## src/rtl/cam_frame_capture.sv

```systemverilog
// cam_frame_capture: OV7670 RGB565 byte stream to RGB111/RGB332 framebuffer writer.
// Captures one frame aligned to VSYNC on request, or zero-fills the buffer.
module cam_frame_capture #(
  parameter int AW      = 15,
  parameter int H_PIX   = 176,
  parameter int V_LINES = 144,
  parameter int DW      = 3
) (
  input  logic          P_clk,
  input  logic          rst_n,
  input  logic          capture_req,
  input  logic          fill_req,
  input  logic          VSYNC,
  input  logic          HREF,
  input  logic [7:0]    D,
  output logic          regwrite,
  output logic [DW-1:0] data_w,
  output logic [AW-1:0] addr,
  output logic          busy,
  output logic          frame_done,
  output logic          short_frame
);

  localparam int TOTAL = H_PIX * V_LINES;
  localparam int CW    = $clog2(TOTAL + 1);
  localparam int XW    = $clog2(H_PIX + 1);
  localparam int YW    = $clog2(V_LINES + 1);

  localparam logic [CW-1:0] TOT  = CW'(TOTAL);
  localparam logic [XW-1:0] HMAX = XW'(H_PIX);
  localparam logic [YW-1:0] VMAX = YW'(V_LINES);

  typedef enum logic [2:0] {
    IDLE, SYNC, CAPTURE, FILL, DONE
  } state_t;

  state_t state, nxt;

  logic          vs_r, hr_r, vs_q, hr_q;
  logic [7:0]    d_r, b0;
  logic          phase, seen_vs;
  logic [XW-1:0] col;
  logic [YW-1:0] row;
  logic [AW-1:0] base;
  logic [CW-1:0] cnt;
  logic          pix_v;
  logic [DW-1:0] pix_d;
  logic [AW-1:0] pix_a;
  logic [DW-1:0] fmt;

  logic accept, in_cap, vs_rise, hr_fall;
  logic pix_done, keep, fill_we;
  logic unused_bits;

  assign accept   = (state == IDLE) && (fill_req || capture_req);
  assign in_cap   = (state == CAPTURE);
  assign vs_rise  = vs_r && !vs_q;
  assign hr_fall  = hr_q && !hr_r;
  assign pix_done = in_cap && hr_r && phase;
  assign keep     = (col < HMAX) && (row < VMAX);
  assign fill_we  = (state == FILL) && (cnt != TOT);

  assign unused_bits = ^{d_r, b0};

  if (DW == 8) begin : g_rgb332
    assign fmt = {b0[7:5], b0[2:0], d_r[4:3]};
  end else begin : g_rgb111
    assign fmt = {b0[7], b0[2], d_r[4]};
  end

  always_ff @(posedge P_clk or negedge rst_n) begin
    if (!rst_n) state <= IDLE;
    else        state <= nxt;
  end

  always_comb begin
    nxt = state;
    unique case (state)
      IDLE: begin
        if (fill_req)         nxt = FILL;
        else if (capture_req) nxt = SYNC;
      end
      SYNC:    if (seen_vs && !vs_r)         nxt = CAPTURE;
      CAPTURE: if ((cnt == TOT) || vs_rise)  nxt = DONE;
      FILL:    if (cnt == TOT)               nxt = DONE;
      DONE:    nxt = IDLE;
      default: nxt = IDLE;
    endcase
  end

  always_comb begin
    busy       = (state != IDLE);
    frame_done = (state == DONE);
  end

  always_ff @(posedge P_clk or negedge rst_n) begin
    if (!rst_n) begin
      vs_r <= 1'b0;
      hr_r <= 1'b0;
      vs_q <= 1'b0;
      hr_q <= 1'b0;
      d_r  <= '0;
    end else begin
      vs_r <= VSYNC;
      hr_r <= HREF;
      vs_q <= vs_r;
      hr_q <= hr_r;
      d_r  <= D;
    end
  end

  always_ff @(posedge P_clk or negedge rst_n) begin
    if (!rst_n) begin
      b0          <= '0;
      phase       <= 1'b0;
      seen_vs     <= 1'b0;
      col         <= '0;
      row         <= '0;
      base        <= '0;
      cnt         <= '0;
      pix_v       <= 1'b0;
      pix_d       <= '0;
      pix_a       <= '0;
      short_frame <= 1'b0;
    end else if (accept) begin
      phase       <= 1'b0;
      seen_vs     <= 1'b0;
      col         <= '0;
      row         <= '0;
      base        <= '0;
      cnt         <= '0;
      pix_v       <= 1'b0;
      short_frame <= 1'b0;
    end else begin
      seen_vs <= (state == SYNC) && (seen_vs || vs_r);
      phase   <= in_cap && hr_r && !phase;
      if (in_cap && hr_r && !phase)
        b0 <= d_r;
      pix_v <= pix_done && keep;
      if (pix_done) begin
        pix_d <= fmt;
        pix_a <= base + AW'(col);
        if (col != HMAX) col <= col + XW'(1);
      end
      // Unpadded short lines still advance the row stride.
      if (in_cap && hr_fall) begin
        col <= '0;
        if (col != '0) begin
          if (row != VMAX) row <= row + YW'(1);
          base <= base + AW'(H_PIX);
          if (keep) short_frame <= 1'b1;
        end
      end
      if (in_cap && vs_rise && (cnt != TOT))
        short_frame <= 1'b1;
      if (fill_we || (in_cap && pix_v))
        cnt <= cnt + CW'(1);
    end
  end

  always_ff @(posedge P_clk or negedge rst_n) begin
    if (!rst_n) begin
      regwrite <= 1'b0;
      data_w   <= '0;
      addr     <= '0;
    end else begin
      regwrite <= fill_we || (in_cap && pix_v);
      if (fill_we) begin
        data_w <= '0;
        addr   <= AW'(cnt);
      end else if (pix_v) begin
        data_w <= pix_d;
        addr   <= pix_a;
      end
    end
  end

endmodule

```

## config.mk

```make
export PLATFORM = sky130hd
export DESIGN_NAME = cam_frame_capture
export DESIGN_NICKNAME = d
export VERILOG_FILES = /design/src/rtl/cam_frame_capture.sv
export SDC_FILE = /design/constraint.sdc
export NUM_CORES = 1
export LEC_CHECK = 0
export CAP_MARGIN = 5
export CORE_MARGIN = 8
export CORE_UTILIZATION = 44
export CTS_CLUSTER_SIZE = 28
export DETAILED_ROUTE_END_ITERATION = 7
export PLACE_DENSITY = 0.69
export REMOVE_ABC_BUFFERS = 1
export SLEW_MARGIN = 15
export SYNTH_ARGS = -nofsm -noshare
export SYNTH_HDL_FRONTEND = slang
export SYNTH_SLANG_ARGS = --single-unit
```

## constraint.sdc

```tcl
create_clock -name P_clk -period 2.34 [get_ports P_clk]
set_input_delay 0.468 -clock P_clk [delete_from_list [all_inputs] [get_ports P_clk]]
set_output_delay 0.468 -clock P_clk [all_outputs]
set_load 0.1 [all_outputs]
```

After elaboration in Yosys (flattened, before gate mapping) --
Index checks and enable logic that the tools add are counted.
Storage, ports and cells: bits in registers 110, output and inout bits 22, word-level logic and storage cells 114, input bits 14
Operators by class: multiplexer cells 31, add/sub/neg operators 5, order comparisons 2, reductions and logical operators 43, equal/unequal tests 12, bitwise logic cells 1
Operator list (count):
- 15-bit 2-to-1 mux | 7
- 8-bit 2-to-1 mux | 8
- 3-bit 2-to-1 mux | 7
- 3-bit nonzero test | 6
- 8-bit by 1-bit adder with 8-bit output (second input constant) | 2
- 8-bit < comparator (second input constant) | 2
- 8-bit != test (second input constant) | 2
- 15-bit by 1-bit adder with 15-bit output (second input constant) | 1
- 15-bit by 8-bit adder with 15-bit output | 1
- 15-bit by 8-bit adder with 15-bit output (second input constant) | 1
- 15-bit equality test (second input constant) | 1
- 1-bit logical AND | 15
- 15-bit != test (second input constant) | 1
- 3-bit one-hot mux with 4 select lines | 1
- 2-bit nonzero test | 5
- 1-bit 2-to-1 mux | 8
- 2-bit AND reduction | 4
- 8-bit nonzero test | 1
- 3-bit by 2-bit equality test with 1-bit output (second input constant) | 2
- 3-bit AND reduction | 2
- 1-bit zero test | 4
- 1-bit logical OR | 4
- 2-bit by 1-bit != test with 1-bit output (second input constant) | 2
- 4-bit AND reduction | 1
- 6 further kinds | 6

Longest topological paths before layout --
Gate-level depths: netlist (run 1).
depth in word-level cells 7, depth in mapped cells 8

Worst setup path before layout (run 1) --
Ideal clock, no wire load.
kind register to output, start point register state[0], end point output port frame_done, data arrival time 2.792 ns, stages on the path, launching flop included 3, buffers on the path 1, slack -0.920 ns, cells stage by stage dfrtp_1 -> clkbuf_1 -> nor3b_1
Between the ends: word-level cells in the longest chain between the ends 1
RTL lines:
- start, declared | line 37 | state_t state, nxt;
- start signal, assigned | line 73 | else state <= nxt;
- 3-bit equality test | line 93 | frame_done = (state == DONE);
- end, declared | line 20 | output logic frame_done,
Every way passes these cells.

Worst setup path in the final report (run 1) --
start point register state[1], end point output port frame_done
Same word-level chain as after synthesis.

==> results.yml, run 1 <==
run_status:
  status: "finished clean"
drt:
  avgRoutedWirePerCell_um: 16.52
  vias_per_cell: 5.704
  drc: 0
  ant_nets: 0
  drtIter0Drc: 261
  drt-pass1-iter-count: 4
  wl_um: 10590
  vias: 3656
global_routing:
  grt_usage: 0.1536
  grt_start_max_net_pins: 45
  grt_pass1_wl_um: 18080
  gr-total-overflow: 0
  grt_pass1_vias: 3695
  grt_antenna_before_repair: 0
finish:
  area.growth.synth_to_final_pct: 15.15
  drive_gt1_frac: 0.1916
  diodes: 0
  layout.nets: 521
synthesis:
  synth_top_area_cell: "dfrtp_1"
  synthFlopType: "dfrtp_1"
  muxShareOfSynthArea: 0.1224
  synth_top_family_by_area: "simple AND/OR/NAND/NOR gates"
  ys_seq_elements: 95
  synth_cells: 458
  ys_top_cells_by_area: "dfrtp_1, mux2_2, mux2i_1"
  async_flop_share: 1.000
  netlist_area_um2: 4816
  synthXorXnorAreaFrac: 0.03092
  synth_compound_area_frac: 0.1034
  synthAdderAreaFrac: 0.02858
  synth_top_area_frac: 0.4936
  synth_simple_gate_area_frac: 0.1868
  ys_seq_area_frac: 0.4936
  yosys_warnings: 0
  synth_edf_count: 0
  syn_area_per_cell_um2: 10.51
  ys_types: 49
timing:
  period_share: 0.9093
  worst_pin_slew_ns: 0.6447
  slew_headroom: 0.5642
  hold_violations: 0
  period_minus_slack_ns: 2.128
  rsz0062_at_grt: "false"
  max_freq_mhz: 470.0
  worst_clock_skew_ns: 0.01470
  drv_slew: 0
  setup_slack_ns: 0.2122
  setup-violations-final: 0
worst_setup_path:
  cp.required_ns: 1.87
  critPathCaptureType: "output pin"
  cp_max_fo: 7
  cp-start-kind: "flop"
  critPathKind: "reg -> out"
  critPathArrivalTime_ns: 1.66
cts:
  htreeDepth: 3
  root_buffer: "clkbuf_8"
  clk_pin_slew_ns: 0.11
  cts_resized: 0
  cts_buffer_depth: 2
  cts_tree: "done"
  ctsHoldBuffers: 0
  cts_setup_buffers: 0
  clkSinkCount: 95
  numCtsBuffers: 9
  insertion_delay_ns: 0.38
floorplan:
  dieArea_um2: 14550
  die_h_um: 120.6
  pin_count: 36
  core-area_um2: 10750
  num_rows: 38
  die_w_um: 120.6
  start_util: 0.4482
placed_design:
  gp_congestion: 0.8617
  place_hpwl_um: 7698
  pre_cts_slack_ns: 0.1939
  io_buffers: 30
min_path:
  hold_path_class: "in -> async"
power:
  p_total_mw: 4.751
  leakagePower_nw: 2.499
  p_per_area_nw_per_um2: 856.8
  ir_worst_vdd_mv: 0.6827
run:
  maxCapViolations: 0
worst max-delay path, stage by stage (launching register included):
cell and delay [ns]:
dfrtp_1 0.45, buf_4 0.17, nor3b_1 0.42, buf_12 0.24
state kept, by name, summed over array words and instances (netlist names), 2 cells and up:
signal / flops
base: 11
row: 8
col: 8
state: 3
data_w: 3
pix_a: 15
cnt: 15
addr: 15
d_r: 3
pix_d: 3
b0: 2
per-layer routing:
metal	share of wire	global-route usage	up-vias	wire, µm
li1	-	-	1751	-
met1	0.44	0.1888	1816	4682
met2	0.50	0.2560	72	5276
met3	0.040	0.03263	17	427
met4	0.019	0.06635	0	201
met5	0	0	-	0
cell families (layout without fill, tap and decap cells):
logic type      count (synthesis)  after routing
simple gates                  166            166
flops                          95             95
compound gates                 75             75
mux                            55             55
buf+inv                        39             82
xor+xnor                       17             17
fa+ha+maj                      11             11
synthesized netlist by cell type (all sizes together) (6+ instances only):
library cell   n
a211oi         6
o21ai         22
nor3          10
o211ai        12
mux2          31
o31ai          7
or4            8
buf           12
xnor2         15
ha            11
dfrtp         95
nand3         15
a21oi         10
nor2          25
nor4           9
nand4         17
and3           9
inv           14
clkbuf        13
nand2         39
mux2i         24
power breakdown:
part | internal [mW] | switching [mW]
clock | 0.517 | 0.644
sequential | 1.83 | 0.146
combinational | 0.527 | 1.09
cells in the final DEF, fill, tap and decap left out, types with 8 or more instances in the layout:
master / synthesis / final
buf_4: 3 / 41
o21ai_0: 21 / 20
nand3_1: 15 / 15
mux2i_1: 24 / 24
nand2_1: 39 / 39
nor3_1: 10 / 10
o211ai_1: 12 / 12
inv_1: 14 / 14
clkbuf_8: 0 / 9
or4_1: 8 / 8
xnor2_1: 15 / 15
dfrtp_1: 95 / 95
a21oi_1: 10 / 10
nor4_1: 9 / 9
mux2_2: 31 / 31
nand4_1: 17 / 17
nor2_1: 25 / 25
ha_1: 11 / 11
and3_1: 9 / 9
path summary, 6_finish.rpt:
kind / startpoint / end / slack [ns] / cells after the start
max: state[1]$_DFFE_PN0P_ / frame_done / 0.21 / 3
min reg2reg: vs_r$_DFF_PN0_ / vs_q$_DFF_PN0_ / 0.44 / 0
max in group asynchronous: rst_n / b0[2]$_DFFE_PN0P_ / 1.65 / 2
max reg2reg: col[0]$_DFFE_PN0P_ / base[13]$_DFFE_PN0P_ / 0.27 / 8
min: rst_n / cnt[11]$_DFFE_PN0P_ / 0.08 / 1
min in group P_clk: vs_r$_DFF_PN0_ / vs_q$_DFF_PN0_ / 0.44 / 0
layout make-up:
cell class	count	area, µm²
flip-flops and latches	95	2377
repair buffers	52	457.9
inverters	14	52.55
clock buffers	9	123.9
multi-input cells	324	2273
well taps	140	175.2
fillers	995	5200
clock inverters	7	85.08
stage by stage:
stage	cells	utilization	hold WS, ns	instance area, µm²	TNS [ns]
after floorplan	433	-	0.1724	4703	-2.094
after global placement	625	0.4966	0.4119	5336	0
after detailed placement	625	0.4966	0.4158	5336	0
after CTS	641	0.5161	0.08848	5545	0
after global routing	641	0.5161	0.1075	5545	0
final	641	0.5161	0.07699	5545	0
(Power assumes the default switching activity.)
==> inputs of run 2 (changes only) <==
--- a/config.mk
+++ b/config.mk
@@ -7,10 +7,10 @@
 export LEC_CHECK = 0
 export CAP_MARGIN = 5
 export CORE_MARGIN = 8
-export CORE_UTILIZATION = 44
-export CTS_CLUSTER_SIZE = 28
+export CORE_UTILIZATION = 45
+export CTS_CLUSTER_SIZE = 20
 export DETAILED_ROUTE_END_ITERATION = 7
-export PLACE_DENSITY = 0.69
+export PLACE_DENSITY = 0.71
 export REMOVE_ABC_BUFFERS = 1
 export SLEW_MARGIN = 15
 export SYNTH_ARGS = -nofsm -noshare
==> run 2 against run 1 <==
Against the previous run: die area shrank 1.9%; worst hold slack got worse by 0.029 ns; global-route usage up 0.17 points; register-to-register slack worse by 0.12 ns; power is 2.6% higher; sequential share of layout area fell by 0.30 points; combinational power is 2% higher; first-iteration DRC count is 14% lower; clock-buffer cell count unchanged.
==> results.yml, run 2 (same netlist as run 1, synthesis figures left out) <==
run_status:
  status: "finished clean"
cts:
  clk_pin_slew_ns: 0.10
  insertion_delay_ns: 0.38
  cts_buffer_depth: 2
  clkSinkCount: 95
  root_buffer: "clkbuf_8"
  numCtsBuffers: 9
  cts_tree: "done"
  ctsHoldBuffers: 0
  htreeDepth: 3
power:
  leakagePower_nw: 2.518
  ir_worst_vdd_mv: 0.6884
  p_total_mw: 4.873
  p_per_area_nw_per_um2: 872.6
worst_setup_path:
  cp_max_fo: 18
  cp.required_ns: 2.65
  worst_r2r_path_depth: 8
  critPathArrivalTime_ns: 2.50
  critPathCaptureType: "flop"
  critPathKind: "reg -> reg"
  cp-start-kind: "flop"
timing:
  worst_pin_slew_ns: 0.6563
  slew_headroom: 0.5563
  max_freq_mhz: 456.0
  hold_violations: 0
  worst_clock_skew_ns: 0.01080
  period_share: 0.9373
  drv_slew: 0
  setup-violations-final: 0
  period_minus_slack_ns: 2.193
  rsz0062_at_grt: "false"
floorplan:
  start_util: 0.4644
  core-area_um2: 10370
  pin_count: 36
  num_rows: 37
  dieArea_um2: 14270
  die_w_um: 119.5
  die_h_um: 119.5
finish:
  final_common_cell: "dfrtp_1"
  layout.nets: 524
  drive_gt1_frac: 0.2004
  fill_cells: 922
  final_cell_mix: "dfrtp_1, buf_4, nand2_1, mux2_2, nor2_1"
  diodes: 0
  area.growth.synth_to_final_pct: 15.95
  top_regs: "addr x15, cnt x15, pix_a x15"
  fin_cells: 640
drt:
  drtIter0Drc: 225
  vias_per_cell: 5.773
  drc: 0
  drt-pass1-iter-count: 5
  avgRoutedWirePerCell_um: 16.71
  vias: 3695
  wl_um: 10700
  ant_nets: 0
placed_design:
  io_buffers: 30
  place_hpwl_um: 7791
  dp.cells: 622
  gp_congestion: 0.8523
global_routing:
  grt_usage: 0.1553
  grt_antenna_before_repair: 0
  grt_start_max_net_pins: 40
  grt_pass1_vias: 3666
  grt_pass1_wl_um: 18000
  gr-total-overflow: 0
run:
  maxCapViolations: 0
min_path:
  hold_path_class: "in -> async"
## run 2: changes by cell type in the layout (fill, tap and decap cells not counted), sizes merged
cell      before  now
buf           45   48
clkinv         2    0
clkinvlp       0    2
bufinv         1    2
inv           18   17
## run 2: report_power, final
part           internal, mW  switching [mW]  total (mW)
Sequential             1.83           0.141        1.97
Clock                 0.616           0.630        1.25
Combinational         0.552            1.11        1.66
## run 2: final cells by class
| class | count | area [µm²] | share of cell area |
|---|---|---|---|
| inverters | 14 | 52.55 | 0.009411 |
| clock inverters | 7 | 103.9 | 0.01860 |
| well taps | 136 | 170.2 | 0.03047 |
| repair buffers | 55 | 480.5 | 0.08604 |
| clock buffers | 9 | 123.9 | 0.02218 |
| flip-flops and latches | 95 | 2377 | 0.4257 |
| multi-input cells | 324 | 2276 | 0.4076 |
## run 2: final timing paths
path	start	end	slack (ns)
worst max-delay path	col[0]$_DFFE_PN0P_	base[12]$_DFFE_PN0P_	0.15
min in group P_clk	vs_r$_DFF_PN0_	vs_q$_DFF_PN0_	0.44
worst min-delay path	rst_n	cnt[10]$_DFFE_PN0P_	0.05
worst max register to register	col[0]$_DFFE_PN0P_	base[12]$_DFFE_PN0P_	0.15
max in group asynchronous	rst_n	base[11]$_DFFE_PN0P_	1.63
worst min register to register	vs_r$_DFF_PN0_	vs_q$_DFF_PN0_	0.44
## run 2: per-stage QoR
step	hold WS (ns)	setup slack, ns	area, µm²	TNS, ns	utilization
2_1_floorplan	0.1724	-0.8298	4703	-2.094	-
3_5_place_dp	0.4153	0.08965	5339	0	0.5148
6_report	0.04808	0.1468	5584	0	0.5385
3_3_place_gp	0.4211	0.1515	5339	0	0.5148
4_1_cts	0.05228	0.05624	5567	0	0.5368
5_1_grt	0.07741	0.009706	5584	0	0.5385
## run 2: timing repair
| action | 4_1_cts | 5_1_grt |
|---|---|---|
| gates resized for setup | 0 | 2 |
| setup buffers | 0 | 2 |
| setup endpoints to repair | 0 | 17 |
## run 2: worst max-delay path, cell delays in order (launching register included)
cell and delay, ns:
dfrtp_1 0.42, inv_1 0.08, ha_1 0.20, nor4b_1 0.14
buf_4 0.15, a211o_2 0.36, buf_4 0.21, or4_1 0.47
o21ai_0 0.08
## run 2: layer usage
layer	GRT usage	share of wire	up-vias
li1	-	-	1761
met3	0.02834	0.044	17
met5	0	0	-
met2	0.2487	0.49	81
met1	0.1975	0.44	1836
met4	0.07884	0.021	0
